--- src/rtl/servo_sequencer.sv ---
// Frame-aligned position scheduler for the SG90 PWM block: queued (pos, dwell) commands held for N frames.
// Optional SERVO_SEQ_LOOP_EN adds a 'loop' input that re-queues every popped command.
module servo_sequencer #(
    parameter int unsigned FRAME_CYCLES = 2000000,
    parameter int unsigned DEPTH        = 4,
    parameter int unsigned DWELL_W      = 8,
    parameter logic [1:0]  IDLE_POS     = 2'b11
) (
    input  logic                       clk,
    input  logic                       rst_n,
    input  logic                       cmd_valid,
    output logic                       cmd_ready,
    input  logic [1:0]                 cmd_pos,
    input  logic [DWELL_W-1:0]         cmd_dwell,
    input  logic                       flush,
`ifdef SERVO_SEQ_LOOP_EN
    input  logic                       loop,
`endif
    output logic [1:0]                 pos,
    output logic                       frame_tick,
    output logic                       busy,
    output logic                       done,
    output logic [$clog2(DEPTH):0]     fifo_count
);

    localparam int unsigned CNT_W  = $clog2(FRAME_CYCLES);
    localparam int unsigned PTR_W  = $clog2(DEPTH);
    localparam int unsigned FCNT_W = PTR_W + 1;
    localparam int unsigned ENT_W  = 2 + DWELL_W;

    localparam logic [0:0] S_IDLE = 1'b0;
    localparam logic [0:0] S_HOLD = 1'b1;

    logic [0:0]         state_q, state_d;
    logic [CNT_W-1:0]   cnt_q, cnt_d;
    logic               frame_tick_q, frame_tick_d;
    logic [DWELL_W-1:0] dwell_q, dwell_d;
    logic [1:0]         pos_q, pos_d;
    logic               busy_q, busy_d;
    logic               done_q, done_d;
    logic [PTR_W-1:0]   rd_ptr_q, rd_ptr_d;
    logic [PTR_W-1:0]   wr_ptr_q, wr_ptr_d;
    logic [FCNT_W-1:0]  count_q, count_d;
    logic [ENT_W-1:0]   mem_q [DEPTH];

    logic               loop_en;
    logic               frame_end;
    logic               empty;
    logic               full;
    logic               push;
    logic               pop;
    logic               rewrite;
    logic               wr_en;
    logic [ENT_W-1:0]   wr_data;
    logic [ENT_W-1:0]   head;

`ifdef SERVO_SEQ_LOOP_EN
    assign loop_en = loop;
`else
    assign loop_en = 1'b0;
`endif

    assign frame_end = (cnt_q == CNT_W'(FRAME_CYCLES - 1));
    assign empty     = (count_q == '0);
    assign full      = (count_q == FCNT_W'(DEPTH));
    assign cmd_ready = !full && !flush && !loop_en;
    assign push      = cmd_valid && cmd_ready;
    assign head      = mem_q[rd_ptr_q];
    // Pop only on a frame boundary when idle or when the current dwell is expiring.
    assign pop       = !flush && frame_end && !empty &&
                       ((state_q == S_IDLE) || (dwell_q == DWELL_W'(1)));
    assign rewrite   = pop && loop_en;
    assign wr_en     = push || rewrite;
    assign wr_data   = push ? {cmd_pos, cmd_dwell} : head;

    always_comb begin
        state_d      = state_q;
        dwell_d      = dwell_q;
        pos_d        = pos_q;
        done_d       = 1'b0;
        rd_ptr_d     = rd_ptr_q;
        wr_ptr_d     = wr_ptr_q;
        count_d      = count_q;
        cnt_d        = frame_end ? '0 : cnt_q + CNT_W'(1);
        frame_tick_d = (cnt_d == CNT_W'(FRAME_CYCLES - 1));

        if (flush) begin
            state_d  = S_IDLE;
            dwell_d  = '0;
            pos_d    = IDLE_POS;
            rd_ptr_d = '0;
            wr_ptr_d = '0;
            count_d  = '0;
        end else begin
            if (pop) begin
                rd_ptr_d = rd_ptr_q + PTR_W'(1);
                pos_d    = head[ENT_W-1 -: 2];
                dwell_d  = (head[DWELL_W-1:0] == '0) ? DWELL_W'(1) : head[DWELL_W-1:0];
                state_d  = S_HOLD;
            end else if ((state_q == S_HOLD) && frame_end) begin
                if (dwell_q == DWELL_W'(1)) begin
                    state_d = S_IDLE;
                    dwell_d = '0;
                    done_d  = 1'b1;
                end else begin
                    dwell_d = dwell_q - DWELL_W'(1);
                end
            end
            if (wr_en) begin
                wr_ptr_d = wr_ptr_q + PTR_W'(1);
            end
            // A loop rewrite balances its own pop, so only external pushes and plain pops move the count.
            if (push && !(pop && !rewrite)) begin
                count_d = count_q + FCNT_W'(1);
            end else if (!push && pop && !rewrite) begin
                count_d = count_q - FCNT_W'(1);
            end
        end

        busy_d = (state_d == S_HOLD);
    end

    always_ff @(posedge clk or negedge rst_n) begin
        if (!rst_n) begin
            state_q      <= S_IDLE;
            cnt_q        <= '0;
            frame_tick_q <= 1'b0;
            dwell_q      <= '0;
            pos_q        <= IDLE_POS;
            busy_q       <= 1'b0;
            done_q       <= 1'b0;
            rd_ptr_q     <= '0;
            wr_ptr_q     <= '0;
            count_q      <= '0;
        end else begin
            state_q      <= state_d;
            cnt_q        <= cnt_d;
            frame_tick_q <= frame_tick_d;
            dwell_q      <= dwell_d;
            pos_q        <= pos_d;
            busy_q       <= busy_d;
            done_q       <= done_d;
            rd_ptr_q     <= rd_ptr_d;
            wr_ptr_q     <= wr_ptr_d;
            count_q      <= count_d;
        end
    end

    // Storage needs no reset: entries are only read while counted as valid.
    always_ff @(posedge clk) begin
        if (wr_en) begin
            mem_q[wr_ptr_q] <= wr_data;
        end
    end

    assign pos        = pos_q;
    assign frame_tick = frame_tick_q;
    assign busy       = busy_q;
    assign done       = done_q;
    assign fifo_count = count_q;

endmodule
--- config.mk ---
export PLATFORM = sky130hd
export DESIGN_NAME = servo_sequencer
export DESIGN_NICKNAME = d
export VERILOG_FILES = /design/src/rtl/servo_sequencer.sv
export SDC_FILE = /design/constraint.sdc
export NUM_CORES = 1
export LEC_CHECK = 0
export ABC_AREA = 0
export CAP_MARGIN = 5
export CORE_MARGIN = 2
export CORE_UTILIZATION = 45
export CTS_BUF_LIST = sky130_fd_sc_hd__clkbuf_8
export DETAILED_ROUTE_END_ITERATION = 7
export GPL_ROUTABILITY_DRIVEN = 0
export HOLD_SLACK_MARGIN = 0.03
export PLACE_DENSITY = 0.65
export SETUP_SLACK_MARGIN = 0.15
export SLEW_MARGIN = 20
export SYNTH_ARGS = -nofsm -noshare
export SYNTH_HDL_FRONTEND = slang
export SYNTH_SLANG_ARGS = --single-unit
--- constraint.sdc ---
create_clock -name clk -period 3.1 [get_ports clk]
set_input_delay 0.62 -clock clk [delete_from_list [all_inputs] [get_ports clk]]
set_output_delay 0.62 -clock clk [all_outputs]
set_load 0.01 [all_outputs]
# After elaboration in Yosys (flattened, before gate mapping)
# Memories as Yosys holds them, arrays and structs flattened.
# Cells that the tools add are included.
word_totals:
  mem_count: 1
  mem_bits_ro: 0
  out_inout_bits: 9
  ramBits: 40
  latch_bits: 0
  register_bits: 41
  input_bits: 14
op_classes:
  n_mul: 0
  bitwise_logic: 1
  n_shift: 0
  div: 0
  magnitude_cmp: 0
  mux: 26
  n_addsub: 6
  reduce_logical: 22
  n_eq_ne: 4
memory_table:
  columns: ["memory", "words", "width", "read_ports", "rd_clocked_by_memory_dff", "wr", "line_no", "text"]
  rows:
  - ["mem_q", 4, 10, 1, 0, 1, "44", "logic [ENT_W-1:0] mem_q [DEPTH];"]
ops:
  columns: ["op", "n"]
  rows:
  - ["$eq A21 B21 Y1 const B", 2]
  - ["$mux W8", 5]
  - ["$add A21 B1 Y21 const B", 1]
  - ["$mux W21", 1]
  - ["$mux W2", 6]
  - ["$mux W1", 10]
  - ["$mux W10", 1]
  - ["$mux W3", 3]
  - ["$reduce_bool A3 Y1", 3]
  - ["$eq A8 B1 Y1 const B", 1]
  - ["$logic_and A1 B1 Y1", 8]
  - ["$logic_not A8 Y1", 1]
  - ["$sub A8 B1 Y8 const B", 1]
  - ["$logic_not A1 Y1", 5]
  - ["$add A2 B1 Y2 const B", 2]
  - ["$reduce_bool A2 Y1", 2]
  - ["$add A3 B1 Y3 const B", 1]
  - ["$eq A3 B3 Y1 const B", 1]
  - ["$logic_not A3 Y1", 1]
  - ["$sub A3 B1 Y3 const B", 1]
  - ["$reduce_and A2 Y1", 1]
  - ["$logic_or A1 B1 Y1", 1]
  - ["$not A1 Y1", 1]

# Longest topological paths before layout
# Gate-level depths: netlist of run 1.
logic_depth:
  word_depth: 9
  ltp_mapped: 11

# Worst setup path before layout of run 1
# No wires, ideal clock.
synth_timing:
  path_kind: "reg2reg"
  start: "register dwell_q[1]"
  end: "register count_q[2] (netlist: fifo_count[2])"
  stages_incl_launch_ff: 12
  setup_ns: 0.132
  required_time_ns: 2.968
  path_slack_ns: 0.371
  period_less_slack_ns: 2.729
  path_buffers: 1
  arrival_time_ns: 2.597
  cell_sequence: "dfrtp_1 -> inv_1 -> ha_1 -> nor3b_1 -> a21boi_2 -> nor4b_4 -> buf_4 -> nor2_1 -> fa_1 -> nor3_1 -> a31oi_1 -> mux2i_1"
synth_via:
  elab_chain_cells: 7
  elab_cells_between_ends: 9
  classes_between: "1 x eq/ne; 2 x mux; 6 x reduce/logical"
synth_rtl:
  columns: ["element", "line_no", "text"]
  rows:
  - ["from (decl)", "37", "logic [DWELL_W-1:0] dwell_q, dwell_d;"]
  - ["from (signal assigned)", "139", "dwell_q <= dwell_d;"]
  - ["$eq A8 B1 Y1 (*)", "71", "((state_q == S_IDLE) || (dwell_q == DWELL_W'(1)));"]
  - ["$logic_or A1 B1 Y1 (*)", "71", null]
  - ["$logic_and A1 B1 Y1 (*)", "70", "assign pop = !flush && frame_end && !empty &&"]
  - ["$logic_not A1 Y1", "113", "if (push && !(pop && !rewrite)) begin"]
  - ["$logic_and A1 B1 Y1", "113", null]
  - ["$mux W3", "113", null]
  - ["$mux W3", "87", "if (flush) begin"]
  - ["to (signal assigned)", "145", "count_q <= count_d;"]
  - ["to (decl)", "43", "logic [FCNT_W-1:0] count_q, count_d;"]
# Mark *: on every way between the ends. The rest lies on a longest branch, timed or not.
# A chain may end at the register's enable or synchronous reset.

# Worst setup path in the final report of run 1
# Same ends and word-level chain as after synthesis.

==> flow_summary.json, run 1 <==
{
  "status": "finished, final reports clean",
  "drt_iter0_drc": 97,
  "grt_overflow_total": 0,
  "rsz0062_at_grt": "false",
  "clock_latency_ns": 0.36,
  "viasPerCell": 5.67,
  "layout.nets": 403,
  "yosys_warnings": 0,
  "slew_headroom": 0.397,
  "register_area_um2": 2230,
  "cp_max_fo": 6,
  "drtPass1Iterations": 4,
  "irDropWorstVdd_uv": 276,
  "cts_buffers": 9,
  "clkSlewWorstSetupHoldPaths_ns": 0.09,
  "num_rows": 34,
  "hold_viol_final": 0,
  "cap_violations": 0,
  "htreeDepth": 3,
  "yosys.area.top_type": "edfxtp_1",
  "num_io_pins": 23,
  "start_util": 0.465,
  "min_period_over_period": 0.834,
  "use_met2": 0.302,
  "via_count": 2799,
  "n_fill_cell": 754,
  "hold_buffers": 0,
  "synth-main-ff-cell": "edfxtp_1",
  "hpwl_um": 5920,
  "diodes": 0,
  "worst_ep_required_time_ns": 3.34,
  "worstSetupStartpointType": "register",
  "p_leak_nw": 1.73,
  "synthCells": 352,
  "drc": 0,
  "worst_pin_slew_ns": 0.905,
  "grtUsageMet3": 0.0394,
  "synth_fp_nets": 374,
  "core_area_um2": 8760,
  "powerDensity_nw_per_um2": 473,
  "ys_async_sr_fraction": 0.506,
  "die-area_um2": 9840,
  "path_class": "reg -> reg",
  "synth_edf_count": 40,
  "most-common-layout-cells": "44 x nand2_1, 40 x edfxtp_1, 39 x dfrtp_1, 26 x nor2_1, 21 x clkdlybuf4s50_1",
  "postSynthAreaPerCell_um2": 11.6,
  "crit_arrival_ns": 2.82,
  "final_antenna_net_count": 0,
  "grt_max_degree": 42,
  "clock_path_buffers": 2,
  "avgRoutedWirePerCell_um": 17.0,
  "ys_seq_area_frac": 0.547,
  "wl_um": 8380,
  "tritoncts": "built",
  "syn_to_final_growth_pct": 13.2,
  "cts.root.buffer_cell": "clkbuf_8",
  "synth.distinct_cells": 58,
  "multi_input_area_um2": 1740,
  "fin_crit_ns": 2.59,
  "hp-class": "in -> async",
  "synth_seq_cells": 81,
  "drive_gt1_frac": 0.132,
  "setup_tns_ns": 0,
  "worstSetupEndpointType": "register",
  "post_cts_resized": 0,
  "grt_util_met1": 0.254,
  "finalClockSkew_ns": 0.0113,
  "synth_area_leaders": "edfxtp_1 29%, dfrtp_1 24%, mux4_2 5.5%",
  "antenna_found_initial": 0,
  "chipHeight_um": 99.2,
  "layout_commonest_cell": "nand2_1",
  "maxSlewViolCount": 0,
  "cts_sinks": 81,
  "postCtsSetupBuffers": 0,
  "grt_pass1_wl_um": 14400,
  "port_buffers": 22,
  "fin_util": 0.527,
  "synth_top_area_share": 0.294,
  "grt_pass1_vias": 2876,
  "synthesis.area_um2": 4080,
  "die_w_um": 99.2,
  "whs_ns": 0.386,
  "finalSetupViolations": 0,
  "grt_util_all_layers": 0.187,
  "busiest_layer": "met2",
  "fmax_mhz": 387
}
-- Yosys cell counts (3+ instances only) --
cell,instances
nand4_1,7
and3_1,7
nand3_1,15
dfrtp_1,39
a21oi_1,7
ha_1,7
nor4_1,4
nand2b_1,7
buf_2,4
nor3_1,13
nor2b_1,4
mux4_2,10
xnor2_1,14
nand2_1,44
edfxtp_1,40
a211oi_1,3
clkbuf_1,7
o21ai_0,13
o21ai_1,3
nor2_1,26
nor3b_1,5
xor2_1,10
inv_1,12
a31oi_1,3
-- power breakdown --
group          internal, mW  total (mW)  switching (mW)
Clock                 0.308       0.744           0.435
Sequential             1.18        1.20          0.0255
Combinational        0.0972       0.236           0.139
-- worst paths after layout --
kind | endpoint | slack [ns] | from | cells after the start
max in group asynchronous | cnt_q[2] | 2.14 | rst_n | 1
worst min-delay path | cnt_q[3] | 0.39 | rst_n | 1
worst max-delay path | fifo_count[2] | 0.51 | dwell_q[1] | 10
worst max register to register | fifo_count[2] | 0.51 | dwell_q[1] | 10
min in group clk | cnt_q[0] | 0.54 | cnt_q[0] | 1
worst min register to register | cnt_q[0] | 0.54 | cnt_q[0] | 1
-- stage by stage --
stage	setup slack, ns	total power [mW]	cells	cell area [µm²]
2_1_floorplan	0.371	1.37	352	4080
3_3_place_gp	0.522	1.46	478	4430
3_5_place_dp	0.505	1.47	478	4430
4_1_cts	0.495	2.22	494	4620
5_1_grt	0.298	2.29	494	4620
6_report	0.515	2.18	494	4620
-- critical path: stages, from the launching register on --
cell and delay [ns]:
dfrtp_1 0.39, inv_1 0.10, ha_1 0.14, nor3b_1 0.45, a21boi_2 0.23, nor4b_4 0.31, nor2_1 0.08, fa_1 0.38
nor3_1 0.19, a31oi_1 0.07, mux2i_1 0.13
-- routing by layer --
layer | wire, µm | up-vias | share of wire
met5 | 0 | - | 0
met4 | 91 | 0 | 0.011
met3 | 407 | 6 | 0.049
met2 | 3990 | 63 | 0.48
met1 | 3890 | 1387 | 0.46
li1 | - | 1343 | -
-- cell families after synthesis --
family | Yosys count | share of synthesized area
flip-flops | 81 | 0.547
XOR/XNOR | 24 | 0.0515
AO/OA/AOI/OAI | 43 | 0.0656
buffers and inverters | 25 | 0.0270
multiplexers | 14 | 0.0656
AND/OR/NAND/NOR | 157 | 0.217
adder cells (fa/ha/maj) | 8 | 0.0264
-- state kept, by name, summed over array words and instances (netlist names), 2 cells and up --
| signal | cells |
|---|---|
| fifo_count | 3 |
| pos | 2 |
| wr_ptr_q | 2 |
| cnt_q | 21 |
| rd_ptr_q | 2 |
| dwell_q | 8 |
| mem_q | 40 |
-- area by class of cell --
type	instances	share of cell area
clock buffers	9	0.0268
flip-flops and latches	81	0.483
repair buffers	31	0.0613
well taps	108	0.0293
multi-input cells	246	0.377
clock inverters	7	0.0130
inverters	12	0.00976
(Power assumes the default switching activity.)
==> inputs of run 2 (changes only) <==
==> constraint.sdc (replaced) <==
create_clock -name clk -period 2.49 [get_ports clk]
set_input_delay 0.498 -clock clk [delete_from_list [all_inputs] [get_ports clk]]
set_output_delay 0.498 -clock clk [all_outputs]
set_load 0.01 [all_outputs]
==> run 2 against run 1 <==
Against the previous run:
- hold slack got worse by 0.30 ns
- clock-buffer cell count did not move
- global-route usage grew 0.57 points
- critical path depth fell by 1
- largest cell class unchanged
- register-to-register slack got worse by 0.29 ns
- combinational power increased by 40%
- first-iteration DRC count is 47% higher
- critical path type unchanged
- power is 26% higher
==> flow_summary.json, run 2 (synthesized netlist as in run 1, its figures left out) <==
{
  "status": "finished, final reports clean",
  "viasPerCell": 5.53,
  "drtPass1Iterations": 4,
  "final_antenna_net_count": 0,
  "die-area_um2": 9840,
  "power.switching_mw": 0.759,
  "syn_to_final_growth_pct": 18.9,
  "irDropWorstVdd_uv": 470,
  "n_fill_cell": 751,
  "worst_pin_slew_ns": 0.522,
  "stdcell_count": 516,
  "largest_register": "mem_q",
  "p_leak_nw": 1.86,
  "antenna_found_initial": 0,
  "htreeDepth": 3,
  "core_area_um2": 8760,
  "start_util": 0.465,
  "diodes": 0,
  "share_comb_of_total_power": 0.120,
  "layout.nets": 425,
  "drt_iter0_drc": 143,
  "cp_max_fo": 6,
  "drive_gt1_frac": 0.206,
  "dp.cells": 498,
  "reg_top3": "mem_q: 40 flops, cnt_q: 21 flops, dwell_q: 8 flops",
  "worst_ep_required_time_ns": 2.72,
  "path_class": "reg -> reg",
  "cts_buffers": 9,
  "maxSlewViolCount": 0,
  "die_w_um": 99.2,
  "p_clk_frac": 0.334,
  "clock_path_buffers": 2,
  "cell_internal_pwr_mw": 2.00,
  "worstSetupEndpointType": "register",
  "grt_max_degree": 22,
  "most-common-layout-cells": "44 x nand2_1, 40 x edfxtp_1, 37 x dfrtp_1, 31 x buf_4, 25 x nor2_1",
  "seqPwrFrac": 0.546,
  "hp-class": "in -> async",
  "cts.root.buffer_cell": "clkbuf_8",
  "num_io_pins": 23,
  "largest_reg_flops": 40,
  "whs_ns": 0.0830,
  "wl_um": 8940,
  "via_count": 2851,
  "min_period_over_period": 0.911,
  "tritoncts": "built",
  "powerDensity_nw_per_um2": 568,
  "fmax_mhz": 441,
  "clock_latency_ns": 0.36,
  "finalSetupViolations": 0,
  "hold_viol_final": 0,
  "grt_pass1_vias": 2977,
  "grt_pass1_wl_um": 14800,
  "hpwl_um": 6370,
  "num_rows": 34,
  "finalClockSkew_ns": 0.0108,
  "hold_buffers": 0,
  "worstSetupStartpointType": "register",
  "rsz0062_at_grt": "true",
  "cap_violations": 0,
  "fin_crit_ns": 2.27,
  "cts_sinks": 81,
  "setup_tns_ns": 0,
  "grt_overflow_total": 0,
  "crit_arrival_ns": 2.50,
  "port_buffers": 22,
  "drc": 0,
  "layout_commonest_cell": "nand2_1",
  "chipHeight_um": 99.2,
  "avgRoutedWirePerCell_um": 17.3,
  "grt_util_all_layers": 0.193,
  "slew_headroom": 0.649,
  "p_sw_frac": 0.276,
  "clkSlewWorstSetupHoldPaths_ns": 0.09
}
[run 2: cell count changes in the layout (fill, tap and decap cells not counted), moves of 2 or more]
| cell | delta |
|---|---|
| nor3_2 | +2 |
| dfrtp_2 | +2 |
| nor3_1 | -2 |
| nor4b_1 | -2 |
| nor4b_2 | +2 |
| dfrtp_1 | -2 |
| buf_4 | +22 |
[run 2: worst max-delay path, stage by stage (launching register included)]
cell and delay [ns]:
dfrtp_2 0.42, ha_1 0.24, nand4_1 0.24, nor3_2 0.18, nor4b_4 0.30, nor2_4 0.05
fa_2 0.37, nor3_2 0.15, a31oi_1 0.07, mux2i_1 0.13
[run 2: stage by stage]
| stage | utilization | instance area [µm²] | total power [mW] | setup slack [ns] |
|---|---|---|---|---|
| 2_1_floorplan | - | 4120 | 1.71 | 0.0123 |
| 3_3_place_gp | 0.527 | 4610 | 1.85 | 0.121 |
| 3_5_place_dp | 0.527 | 4610 | 1.86 | 0.0838 |
| 4_1_cts | 0.548 | 4800 | 2.77 | 0.150 |
| 5_1_grt | 0.554 | 4850 | 2.88 | 0.0991 |
| 6_report | 0.554 | 4850 | 2.75 | 0.222 |
[run 2: final cells by class]
class	instances	area [µm²]	share of cell area
clock buffers	9	124	0.0255
clock inverters	7	60.1	0.0124
inverters	12	45.0	0.00929
multi-input cells	246	1800	0.372
flip-flops and latches	81	2230	0.460
well taps	108	135	0.0279
repair buffers	53	450	0.0929
[run 2: layer usage]
metal,wire (µm),GRT usage
met2,4310,0.315
met5,0,0
met3,287,0.0372
met1,4210,0.260
met4,130,0.0653
[run 2: path summary, 6_finish.rpt]
check                           cells after the start  slack [ns]            end     start
worst max-delay path                                9        0.22  fifo_count[2]  cnt_q[0]
worst min-delay path                                1        0.08      cnt_q[13]     rst_n
worst min register to register                      1        0.50       cnt_q[0]  cnt_q[0]
worst max register to register                      9        0.22  fifo_count[2]  cnt_q[0]
min in group clk                                    1        0.50       cnt_q[0]  cnt_q[0]
max in group asynchronous                           2        1.79         pos[1]     rst_n
[run 2: power by group through the flow]
stage | clock, mW | sequential [mW] | combinational (mW)
after floorplan | 0 | 1.52 | 0.186
after global placement | 0 | 1.53 | 0.318
after detailed placement | 0 | 1.53 | 0.324
after CTS | 0.941 | 1.50 | 0.329
after global routing | 1.00 | 1.51 | 0.364
final | 0.920 | 1.50 | 0.330
[run 2: timing repair]
| action | 4_1_cts | 5_1_grt |
|---|---|---|
| endpoints found under the hold margin | 0 | 0 |
| gates cloned | 0 | 0 |
| buffers inserted | 0 | 2 |
| endpoints found under the setup margin | 1 | 13 |
| gates resized for setup | 1 | 7 |
| pin swaps | 0 | 2 |
==> patch: new RTL, settings of run 2 <==
The option `SERVO_SEQ_LOOP_EN` is turned on by a define.
--- a/src/rtl/servo_sequencer.sv
+++ b/src/rtl/servo_sequencer.sv
@@ -1,5 +1,7 @@
 // Frame-aligned position scheduler for the SG90 PWM block: queued (pos, dwell) commands held for N frames.
 // Optional SERVO_SEQ_LOOP_EN adds a 'loop' input that re-queues every popped command.
+`define SERVO_SEQ_LOOP_EN
+
 module servo_sequencer #(
     parameter int unsigned FRAME_CYCLES = 2000000,
     parameter int unsigned DEPTH        = 4,
Ports: changed (added loop); port bits go from 23 to 24. The function was not compared with the original's and may differ.
==> patch against run 2 <==
- the flow now finishes with violations (setup timing)
- total power grew 3.5%
- sequential cell count unchanged
- non-clock buffer count increased by 18
- clock power up 36%
- setup slack got worse by 240 ps
- utilization rose by 3.8 points
- synthesized area hardly changed
- critical path depth fell by 1
- final area rose by 6.9%
- wire length rose by 5.2%
- global-route usage grew 0.53 points
- largest cell class unchanged
==> patch: results (changes against run 2) <==
All-Layer GR Usage=19.8% (was 19.3%); Unique masters post-synth=62 (was 58); final wirelength=9.40 mm (was 8.94 mm); Final Net Count=440 (was 425); first-pass GRT wire length=15.3 mm (was 14.8 mm); Worst-Margin Slew=394 ps (was 522 ps); final hold slack=518 ps (was 83.0 ps); HP Class=reg -> reg (was in -> async); Final WS setup=-14.5 ps (was 222 ps); Net Count, Synth=369 (was 374); Setup WS pre-CTS=-184 ps (was 83.8 ps); layout cell share with drive strength beyond 1=26.1% (was 20.6%); Area contributors post-synth=edfxtp_1, dfrtp_1, mux4_2, nand2_1, xnor2_1 (unchanged); worst-path fanout max=2 (was 6); I/O Buffers=23 (was 22); compound-cell area share of the yosys netlist=7.91% (was 6.56%); DP HPWL=6.56 mm (was 6.37 mm); Adder-Cell Fraction of Synth Area=2.64% (about the same); mux contribution to synthesized area=7.30% (was 6.56%); fillers=718 (was 751); largest net degree at the start of global routing=19 (was 22); Arr. time, crit path=2750 ps (was 2500 ps); setup violators final=1 (was 0); Iter 0 DRT Violations=218 (was 143); Lkg Pwr=2.03 nW (was 1.86 nW); status=complete, but fails checks (was finished clean); violated checks=setup timing; top post-synthesis cells by count=nand2_1, edfxtp_1, dfrtp_1 (unchanged)
## patch: cell count changes after synthesis, sizes merged, moves of 5 or more
cell,run 2,this run
nor4b,5,0
xor2,10,5
o21ai,16,8
and4,1,8
a21oi,8,13
nor3,14,7
nand2,44,54
## patch: cells by family after synthesis
group           Yosys count
simple gates            154
flops                    81
compound gates           42
xor+xnor                 23
buf+inv                  21
mux                      17
fa+ha+maj                 8
## patch: worst max-delay path, cell delays in order, from the launching register on
cell	delay, ps
dfrtp_1	380
or4b_4	560
nor4_4	260
and4_4	290
nor2_4	40
fa_2	360
nor3_2	140
a31oi_2	60
mux2_4	310
## patch: worst paths after layout
| kind | from | to | slack, ps | cells past startpoint |
|---|---|---|---|---|
| worst max-delay path | cnt_q[9] | fifo_count[2] | -10 | 8 |
| worst min-delay path | cnt_q[6] | cnt_q[6] | 520 | 1 |
| worst max register to register | cnt_q[9] | fifo_count[2] | -10 | 8 |
| worst min register to register | cnt_q[6] | cnt_q[6] | 520 | 1 |
| max in group asynchronous | rst_n | cnt_q[10] | 1360 | 3 |
| min in group asynchronous | rst_n | fifo_count[0] | 560 | 2 |
## patch: timing repair
item	4_1_cts	5_1_grt
pin swaps	0	3
gates resized for setup	10	13
hold buffers	1	0
buffers inserted	2	2
gates cloned	0	1
setup endpoints to repair	45	52
endpoints found under the hold margin	7	0
## patch: cell type report
| class | instances | area, µm² | area share [%] |
|---|---|---|---|
| Multi-Input combinational cell | 244 | 1840 | 35.5 |
| Sequential cell | 81 | 2230 | 43.1 |
| Tap cell | 108 | 135 | 2.61 |
| Timing Repair Buffer | 71 | 681 | 13.1 |
| Inverter | 10 | 37.5 | 0.724 |
| Clock buffer | 9 | 124 | 2.39 |
| Clock inverter | 7 | 136 | 2.63 |
## patch: power by group
part / internal, W / switching (W) / total (W)
Sequential: 0.00142 / 0.00000839 / 0.00143
Clock: 0.000763 / 0.000486 / 0.00125
Combinational: 0.0000766 / 0.0000961 / 0.000173
Total: 0.00226 / 0.000591 / 0.00285
## patch: per-layer routing
| layer | up-vias | wire, µm | global-route usage (%) |
|---|---|---|---|
| met5 | - | 0 | 0 |
| met4 | 0 | 117 | 5.06 |
| met1 | 1438 | 4200 | 27.0 |
| li1 | 1411 | - | - |
| met3 | 14 | 470 | 4.08 |
| met2 | 77 | 4610 | 32.6 |
## patch: through the flow
stage / instances / instance area [µm²]
global route: 530 / 5180
finish: 530 / 5180
global placement: 508 / 4790
CTS: 527 / 5100
detailed placement: 508 / 4790
floorplan: 346 / 4140
